==> config.mk <==
export PLATFORM = sky130hd
export DESIGN_NAME = stream_fifo_arbiter
export DESIGN_NICKNAME = d
export VERILOG_FILES = /design/src/rtl/stream_arb_pkg.sv /design/src/rtl/rr_arbiter.sv /design/src/rtl/stream_fifo_arbiter.sv
export SDC_FILE = /design/constraint.sdc
export NUM_CORES = 1
export LEC_CHECK = 0
export BUFFER_PORTS_ARGS = -buffer_cell sky130_fd_sc_hd__buf_4
export CAP_MARGIN = 0
export CORE_MARGIN = 2
export CORE_UTILIZATION = 40
export DETAILED_ROUTE_END_ITERATION = 10
export HOLD_SLACK_MARGIN = 0.15
export PLACE_DENSITY = 0.86
export SYNTH_ARGS = -nofsm -noshare
export SYNTH_HDL_FRONTEND = slang
export SYNTH_SLANG_ARGS = --single-unit
==> constraint.sdc <==
create_clock -name clk -period 3.2 [get_ports clk]
set_input_delay 0.32 -clock clk [delete_from_list [all_inputs] [get_ports clk]]
set_output_delay 0.32 -clock clk [all_outputs]
set_load 0.05 [all_outputs]
==> src/rtl/stream_arb_pkg.sv <==
// Shared definitions for stream_fifo_arbiter: FSM state encoding, clog2 and
// the round-robin pick used by rr_arbiter.
package stream_arb_pkg;

  localparam logic [0:0] ST_IDLE = 1'b0;
  localparam logic [0:0] ST_LOCK = 1'b1;

  function automatic int clog2(input int value);
    int result;
    result = 1;
    for (int i = 1; i < 31; i++) begin
      if ((1 << i) < value) result = i + 1;
    end
    return result;
  endfunction

  // Returns {valid, index}; req bits above the real source count must be zero,
  // which makes the 8-wide wrap equivalent to a wrap modulo the source count.
  function automatic logic [3:0] rr_pick(input logic [7:0] req, input logic [2:0] ptr);
    logic [3:0] pick;
    logic [2:0] idx;
    pick = '0;
    for (int k = 7; k >= 0; k--) begin
      idx = ptr + 3'(k);
      if (req[idx]) pick = {1'b1, idx};
    end
    return pick;
  endfunction

endpackage

==> src/rtl/rr_arbiter.sv <==
// Combinational round-robin picker: first requester at or above ptr, with wrap.
module rr_arbiter
  import stream_arb_pkg::*;
#(
  parameter int NUM_SRC = 4,
  parameter int IDX_W   = 2
) (
  input  logic [NUM_SRC-1:0] req,
  input  logic [IDX_W-1:0]   ptr,
  output logic [IDX_W-1:0]   gnt_idx,
  output logic               gnt_vld
);

  logic [7:0] w_req;
  logic [2:0] w_ptr;
  logic [3:0] w_pick;
  logic       w_unused_pick;

  always_comb begin
    w_req = '0;
    w_req[NUM_SRC-1:0] = req;
    w_ptr = '0;
    w_ptr[IDX_W-1:0] = ptr;
  end

  assign w_pick        = rr_pick(w_req, w_ptr);
  assign gnt_vld       = w_pick[3];
  assign gnt_idx       = w_pick[IDX_W-1:0];
  assign w_unused_pick = ^w_pick;

endmodule

==> src/rtl/stream_fifo_arbiter.sv <==
// Packet-locked round-robin arbiter from NUM_SRC AXI-Stream sources onto one FIFO
// write port. Optional stall timeout enabled by defining STREAM_ARB_TIMEOUT_EN.
module stream_fifo_arbiter
  import stream_arb_pkg::*;
#(
  parameter int WIDTH   = 16,
  parameter int NUM_SRC = 4,
  parameter int TIMEOUT = 1024
) (
  input  logic                       clk,
  input  logic                       rstn,
  input  logic                       fifo_full,
  output logic [WIDTH:0]             fifo_data,
  output logic                       fifo_wr,
  output logic [NUM_SRC-1:0]         s_axis_tready,
  input  logic [NUM_SRC-1:0]         s_axis_tvalid,
  input  logic [NUM_SRC*WIDTH-1:0]   s_axis_tdata,
  input  logic [NUM_SRC*WIDTH/8-1:0] s_axis_tkeep,
  input  logic [NUM_SRC-1:0]         s_axis_tlast,
  output logic [clog2(NUM_SRC)-1:0]  grant_id,
  output logic                       busy,
  output logic                       timeout_err
);

  localparam int IDX_W  = clog2(NUM_SRC);
  localparam int KEEP_W = WIDTH / 8;

  logic [0:0]       r_state;
  logic [IDX_W-1:0] r_rr_ptr;
  logic [IDX_W-1:0] r_grant;
  logic [IDX_W-1:0] w_arb_idx;
  logic [IDX_W-1:0] w_next_ptr;
  logic             w_arb_vld;
  logic             w_lock;
  logic             w_gvalid;
  logic             w_glast;
  logic [WIDTH-1:0] w_gdata;
  logic [KEEP_W-1:0] w_gkeep;
  logic             w_accept;
  logic             w_done;
  logic             w_revoke;

  rr_arbiter #(.NUM_SRC(NUM_SRC), .IDX_W(IDX_W)) u_rr_arbiter (
    .req     (s_axis_tvalid),
    .ptr     (r_rr_ptr),
    .gnt_idx (w_arb_idx),
    .gnt_vld (w_arb_vld)
  );

  assign w_lock   = (r_state == ST_LOCK);
  assign w_gvalid = s_axis_tvalid[r_grant];
  assign w_glast  = s_axis_tlast[r_grant];
  assign w_gdata  = s_axis_tdata[int'(r_grant)*WIDTH +: WIDTH];
  assign w_gkeep  = s_axis_tkeep[int'(r_grant)*KEEP_W +: KEEP_W];

  // Zero-keep beats still handshake so a null tlast beat can close a packet.
  assign w_accept  = w_lock & w_gvalid & ~fifo_full;
  assign w_done    = w_accept & w_glast;
  assign fifo_wr   = w_accept & (|w_gkeep);
  assign fifo_data = w_lock ? {w_glast, w_gdata} : '0;
  assign busy      = w_lock;
  assign grant_id  = r_grant;

  always_comb begin
    s_axis_tready = '0;
    if (w_lock) s_axis_tready[r_grant] = ~fifo_full;
  end

  assign w_next_ptr = (r_grant == IDX_W'(NUM_SRC - 1)) ? '0 : r_grant + 1'b1;

`ifdef STREAM_ARB_TIMEOUT_EN
  localparam int CNT_W = clog2(TIMEOUT + 1);

  logic [CNT_W-1:0] r_stall;
  logic             r_timeout_err;

  assign w_revoke    = w_lock & ~w_accept & (r_stall == CNT_W'(TIMEOUT - 1));
  assign timeout_err = r_timeout_err;

  // Held at zero while idle, which also covers the clear on entering LOCK.
  always_ff @(posedge clk or negedge rstn) begin
    if (!rstn) begin
      r_stall       <= '0;
      r_timeout_err <= 1'b0;
    end else begin
      r_timeout_err <= w_revoke;
      if (!w_lock || w_accept) r_stall <= '0;
      else if (r_stall != CNT_W'(TIMEOUT)) r_stall <= r_stall + 1'b1;
    end
  end
`else
  logic w_unused_timeout;

  assign w_revoke         = 1'b0;
  assign timeout_err      = 1'b0;
  assign w_unused_timeout = (TIMEOUT != 0);
`endif

  always_ff @(posedge clk or negedge rstn) begin
    if (!rstn) begin
      r_state  <= ST_IDLE;
      r_rr_ptr <= '0;
      r_grant  <= '0;
    end else if (r_state == ST_IDLE) begin
      if (w_arb_vld) begin
        r_state <= ST_LOCK;
        r_grant <= w_arb_idx;
      end
    end else if (w_done || w_revoke) begin
      r_state  <= ST_IDLE;
      r_rr_ptr <= w_next_ptr;
    end
  end

endmodule

==> flow_summary_export.csv, run 1 <==
group,metric,value,unit
worst_setup_path,r2r_setup_slack,0.92,ns
place,hpwl,3520,um
detailed_routing,vias,1394,
logic_synthesis,syn_area,1150,um^2
sta,layout_min_cycle_time,2.52,ns
worst_setup_path,r2r_start,"r_rr_ptr[0]",
floorplanning,die-area,3330,um^2
logic_synthesis,synth_seq_cells,5,
detailed_routing,wirelength,4290,um
finish,finalNonFillerCells,250,
clock_network,clock-sinks,5,
worst_setup_path,cp_max_fo,17,
clock_network,cts_root_buf,"clkbuf_4",
run_status,status,"finished clean",
worst_setup_path,timing.rr.end,"grant_id[0]",
power,power_density,956,nW/um^2
logic_synthesis,synth_area_leaders,"mux4_2, and2_1, dfrtp_1",
worst_setup_path,crit_arrival,2.20,ns
power,peakVddDrop,0.912,mV
worst_setup_path,crit_path_max_incr_delay,0.75,ns
global_route,grt_pass1_wl,6650,um
power,leakagePower,0.964,nW
worst_setup_path,r2r_cells,7,
worst_setup_path,cpMaxStageDelayCell,"dfrtp_1",
logic_synthesis,syn_area_per_cell,10.0,um^2
logic_synthesis,synthCells,115,
sta,fin_tns_setup,0,ns
finish,drive_above_1_share,0.626,
sta,finalSetupViolCount,0,
sta,holdWs,0.388,ns
clock_network,cts.hold.buffers_added,1,
detailed_routing,ant_nets,0,
sta,final_max_slew_viol_count,0,
clock_network,cts_buffers,3,
finish,layout_commonest_cell,"buf_4",
clock_network,cts_tree,"done",
place,dpl_worst_slack,0.937,ns
place,gp_congestion,0.878,
flow_run,maxCapViolCount,0,
detailed_routing,drtIter0Drc,62,
clock_network,htreeDepth,1,
sta,fin_skew,0.00166,ns
worst_setup_path,required,2.88,ns
worst_setup_path,startpoint_type,"flop",
logic_synthesis,syn_nets,204,
floorplanning,die_y,57.7,um
global_route,grt_max_degree,25,
global_route,antenna_found_initial,0,
worst_setup_path,cp_cell_sequence,"buf_4 -> mux4_2 -> and2_1 -> buf_4",
logic_synthesis,ys_seq_area_frac,0.108,
floorplanning,rows,19,
logic_synthesis,synth_cell_types,36,
worst_setup_path,cp-end-kind,"primary output",
floorplanning,design.core.area,2760,um^2
finish,fin_util,0.723,
floorplanning,start_util,0.419,
clock_network,cts_buffer_depth,2,
place,dpl_cell_area,1960,um^2
finish,diodes,0,
worst_setup_path,critical_path_buf_inv_count,2,
worst_setup_path,crit_path_frequent_cell,"buf_4",
global_route,grt-ovfl-total,0,
detailed_routing,viasPerCell,5.58,
sta,slew_headroom,0.380,
finish,postLayoutCellArea,1990,um^2
sta,fin_ws,0.678,ns
power,power,1.91,mW
finish,nets,309,
logic_synthesis,synth_top_area_frac,0.351,
sta,post-route-period-util,0.788,
worst_setup_path,critical_path_class,"flop to primary output",
clock_network,post-cts-setup-buffer-count,0,
clock_network,worstSkewPairLatency,0.27,ns
sta,final-hold-violation-count,0,
logic_synthesis,yosys_warnings,0,
clock_network,cts_resized,0,
sta,fmax,397,MHz
min_path,hold_class,"primary input to async pin",
detailed_routing,avgRoutedWirePerCell,17.2,um
global_route,track_usage,0.258,
worst_setup_path,critical_path.top_delay_family,"flip-flops",
detailed_routing,first_pass_iters,4,
clock_network,cts.clk_slew.worst_paths,0.05,ns
finish,final_cell_mix,"buf_4, and2_1, mux4_2",
floorplanning,pin_count,109,
sta,rsz0062_at_grt,"no",
finish,area_growth,72.6,%
place,place_inst,245,
global_route,grt_pass1_vias,1409,
place,numPortBuffers,107,
logic_synthesis,synth_top_cell_by_area,"mux4_2",
sta,worstMarginPinSlew,0.930,ns
floorplanning,fp.dieW,57.7,um
detailed_routing,drc_errors,0,
==> layer usage <==
metal	share of wire	routed length, um	global-route usage
met1	0.36	1550	0.304
met2	0.54	2300	0.455
met3	0.080	342	0.0603
met4	0.023	99	0.0997
met5	0	0	0
==> cells in the mapped netlist <==
cell	number
a221oi_1	1
a21oi_1	5
clkbuf_1	2
o311a_1	1
a32o_1	1
nor3_1	4
inv_1	7
buf_6	1
buf_1	1
nand3_1	1
buf_4	1
dfrtp_1	5
and3_4	1
o21ai_1	1
o22ai_1	2
and2_1	22
mux4_2	18
mux2i_1	1
nand2_1	2
buf_2	5
ha_1	6
a22oi_1	1
nor2_1	6
nand2b_1	1
mux4_1	1
conb_1	1
nor4_1	2
nand4b_1	1
a211oi_1	2
a31oi_1	1
a211o_1	1
nor2b_1	2
mux2_2	5
o211ai_1	1
or2_2	1
o21ai_0	1
==> power breakdown <==
part | total [mW] | internal, mW | switching, mW
Clock | 0.0847 | 0.0479 | 0.0368
Sequential | 0.236 | 0.0896 | 0.147
Combinational | 1.59 | 0.679 | 0.907
==> how the worst max path moves through the flow <==
stage	from	to	slack [ns]	depth (start not counted)
after detailed placement	r_rr_ptr[0]	grant_id[0]	0.94	7
after global routing	grant_id[0]	fifo_data[13]	0.54	4
final	grant_id[0]	fifo_data[13]	0.68	4
after floorplan	grant_id[0]	fifo_wr	0.66	6
after global placement	grant_id[0]	fifo_data[14]	1.0	4
after CTS	grant_id[0]	fifo_data[13]	0.66	4
==> registers in the layout, summed over array words and instances (netlist names) <==
name      cells
r_rr_ptr      2
grant_id      2
busy          1
==> layout make-up <==
class / instances / area (um^2)
inverters: 7 / 26.3
repair buffers: 110 / 828
flip-flops and latches: 5 / 125
well taps: 31 / 38.8
multi-input cells: 93 / 948
clock buffers: 4 / 26.3
fillers: 210 / 764
==> cell families (layout without fill, tap and decap cells) <==
family,Yosys count,after routing,share of synthesized area
and+or+nand+nor,43,43,0.217
muxes,25,25,0.431
AOI/OAI and AO/OA,18,18,0.105
buffers and inverters,17,121,0.0704
adders and majority gates,6,6,0.0650
DFF,5,5,0.108
other,1,1,0.00325
==> worst register-to-register path: cells and delay by family (launching register included) <==
kind	cells	cell delay [ns]
flip-flops	1	0.64
AO/OA/AOI/OAI	3	0.47
adder cells (fa/ha/maj)	1	0.40
multiplexers	1	0.36
AND/OR/NAND/NOR	1	0.17
buffers and inverters	1	0.12
Power figures use the tool's default switching activity.
==> run 2, diff against run 1 <==
- ABC_AREA: default -> 1
- CORE_UTILIZATION: 40 -> 35
- PLACE_DENSITY: 0.86 -> 0.77
- clock period: 3.2 -> 2.28 ns (I/O delays scaled with it)
==> run 2 against run 1 <==
Against the previous run:
- clock-buffer cell count is the same
- worst hold slack lost 0.056 ns
- combinational power grew 97%
- non-clock buffer count grew 3
- power grew 79%
- global-route usage shrank 4.3 points
- clock skew shrank 0.00064 ns
- largest cell class unchanged
- synthesized cell count grew 110%
- cell count grew 57%
==> flow_summary_export.csv, run 2 <==
group,metric,value,unit
run_status,status,"finished clean",
place,numPortBuffers,107,
sta,rsz0062_at_grt,"no",
sta,layout_min_cycle_time,1.97,ns
sta,finalSetupViolCount,0,
logic_synthesis,ys_seq_area_frac,0.100,
clock_network,cts_root_buf,"clkbuf_4",
clock_network,cts_buffer_depth,2,
worst_setup_path,timing.rr.end,"grant_id[1]",
detailed_routing,drtIter0Drc,98,
global_route,track_usage,0.216,
detailed_routing,ant_nets,0,
worst_setup_path,required,2.05,ns
global_route,grt_pass1_wl,7160,um
logic_synthesis,synth_area_leaders,"nor2_1, o21ai_0, nand2_1",
logic_synthesis,syn_nets,333,
floorplanning,rows,21,
finish,final_cell_mix,"buf_4, nor2_1, o21ai_0",
detailed_routing,drc_errors,0,
detailed_routing,viasPerCell,4.75,
logic_synthesis,async_flop_share,1.00,
clock_network,htreeDepth,1,
floorplanning,design.core.area,3390,um^2
global_route,grt_pass1_vias,1601,
worst_setup_path,startpoint_type,"flop",
place,dpl_worst_slack,0.480,ns
sta,fin_skew,0.00102,ns
worst_setup_path,critical_path_class,"flop to primary output",
sta,fmax,508,MHz
floorplanning,pin_count,109,
finish,nets,436,
logic_synthesis,synthTopCellsByCount,"nor2_1, o21ai_0, nand2_1, a21oi_1, inv_1",
floorplanning,start_util,0.369,
finish,multi_input_comb_area,1050,um^2
clock_network,cts_resized,0,
logic_synthesis,synth_cell_types,25,
logic_synthesis,synth_ff_type,"dfrtp_1",
logic_synthesis,synthCells,244,
clock_network,cts_tree,"done",
sta,fin_tns_setup,0,ns
logic_synthesis,yosys.cell_count.top_type,"nor2_1",
place,gp_congestion,0.839,
clock_network,worstSkewPairLatency,0.24,ns
finish,area_growth,74.9,%
worst_setup_path,crit_arrival,1.74,ns
power,peakVddDrop,0.752,mV
finish,layout_commonest_cell,"buf_4",
sta,fin_ws,0.312,ns
clock_network,cts_buffers,3,
sta,final_max_slew_viol_count,0,
detailed_routing,first_pass_iters,4,
worst_setup_path,startpoint,"grant_id[0]",
detailed_routing,wirelength,4540,um
logic_synthesis,syn_area_per_cell,5.13,um^2
power,p_int,1.21,mW
floorplanning,die_y,63.8,um
power,power_density,1560,nW/um^2
detailed_routing,vias,1863,
place,hpwl,3700,um
power,power_frac_comb,0.921,
detailed_routing,avgRoutedWirePerCell,11.6,um
logic_synthesis,synth_top_area_frac,0.222,
global_route,grt-ovfl-total,0,
floorplanning,die-area,4070,um^2
sta,post-route-period-util,0.863,
worst_setup_path,r2r_cells,12,
global_route,grt_max_degree,42,
worst_setup_path,r2r_setup_slack,0.47,ns
flow_run,maxCapViolCount,0,
logic_synthesis,syn_area,1250,um^2
min_path,hold_class,"primary input to async pin",
global_route,antenna_found_initial,0,
worst_setup_path,crit_path_end,"fifo_wr",
power,switching_share,0.645,
finish,seq_area,125,um^2
sta,worstMarginPinSlew,0.514,ns
floorplanning,fp.dieW,63.8,um
power,seqPwrFrac,0.050,
logic_synthesis,synth_top_cell_by_area,"nor2_1",
finish,diodes,0,
worst_setup_path,cp_max_fo,41,
clock_network,cts.clk_slew.worst_paths,0.04,ns
power,leakagePower,1.15,nW
clock_network,clock-sinks,5,
worst_setup_path,r2r_start,"r_rr_ptr[0]",
sta,final-hold-violation-count,0,
logic_synthesis,yosys_warnings,0,
logic_synthesis,synth_edf_count,0,
logic_synthesis,synth_seq_cells,5,
finish,fill_cells,325,
power,p_clk_frac,0.030,
worst_setup_path,cp-end-kind,"primary output",
power,power.switching,2.20,mW
sta,slew_headroom,0.657,
finish,drive_above_1_share,0.448,
[run 2: critical path, cell delays in order, from the launching register on]
cell	delay (ns)
dfrtp_1	0.35
buf_4	0.38
nor3_1	0.12
o21a_1	0.21
a211oi_2	0.20
buf_4	0.23
[run 2: cell families after synthesis]
logic type               synth area share
AO/OA/AOI/OAI                       0.271
adder cells (fa/ha/maj)            0.0600
buffers and inverters               0.116
flip-flops                          0.100
other                             0.00300
AND/OR/NAND/NOR                     0.450
[run 2: power by group through the flow]
stage,clock network (mW),registers (mW),logic [mW]
floorplan,0,0.258,2.29
global placement,0,0.167,3.15
detailed placement,0,0.170,3.16
CTS,0.104,0.169,3.17
global route,0.112,0.176,3.41
finish,0.101,0.169,3.14
[run 2: how the worst min path moves through the flow]
stage	to	slack (ns)
floorplan	busy	-0.07
global placement	grant_id[1]	0.03
detailed placement	grant_id[1]	0.03
CTS	r_rr_ptr[1]	0.32
global route	r_rr_ptr[1]	0.34
finish	r_rr_ptr[1]	0.33
[run 2: repair_timing]
item                      CTS  global route
hold buffers                1             0
hold endpoints to repair    5             0
buffers inserted            0             0
[run 2: per-stage QoR]
step	power [mW]	instances	util	hold slack, ns	instance area [um^2]
finish	3.41	392	0.646	0.333	2190
global route	3.70	392	0.646	0.337	2190
CTS	3.44	392	0.646	0.323	2190
detailed placement	3.33	387	0.635	0.0322	2150
global placement	3.32	387	0.635	0.0337	2150
floorplan	2.55	244	-	-0.0676	1320
[run 2: layer usage]
metal / global-route usage / wire (um)
met1: 0.271 / 1810
met5: 0 / 0
met2: 0.380 / 2360
met3: 0.0405 / 344
met4: 0.0489 / 22
[run 2: final cells by class]
| cell class | count | area share |
|---|---|---|
| inverter | 20 | 0.0343 |
| clock buffer | 4 | 0.0120 |
| multi-input combinational | 204 | 0.481 |
| sequential | 5 | 0.0572 |
| tap | 46 | 0.0263 |
| timing repair buffer | 113 | 0.389 |
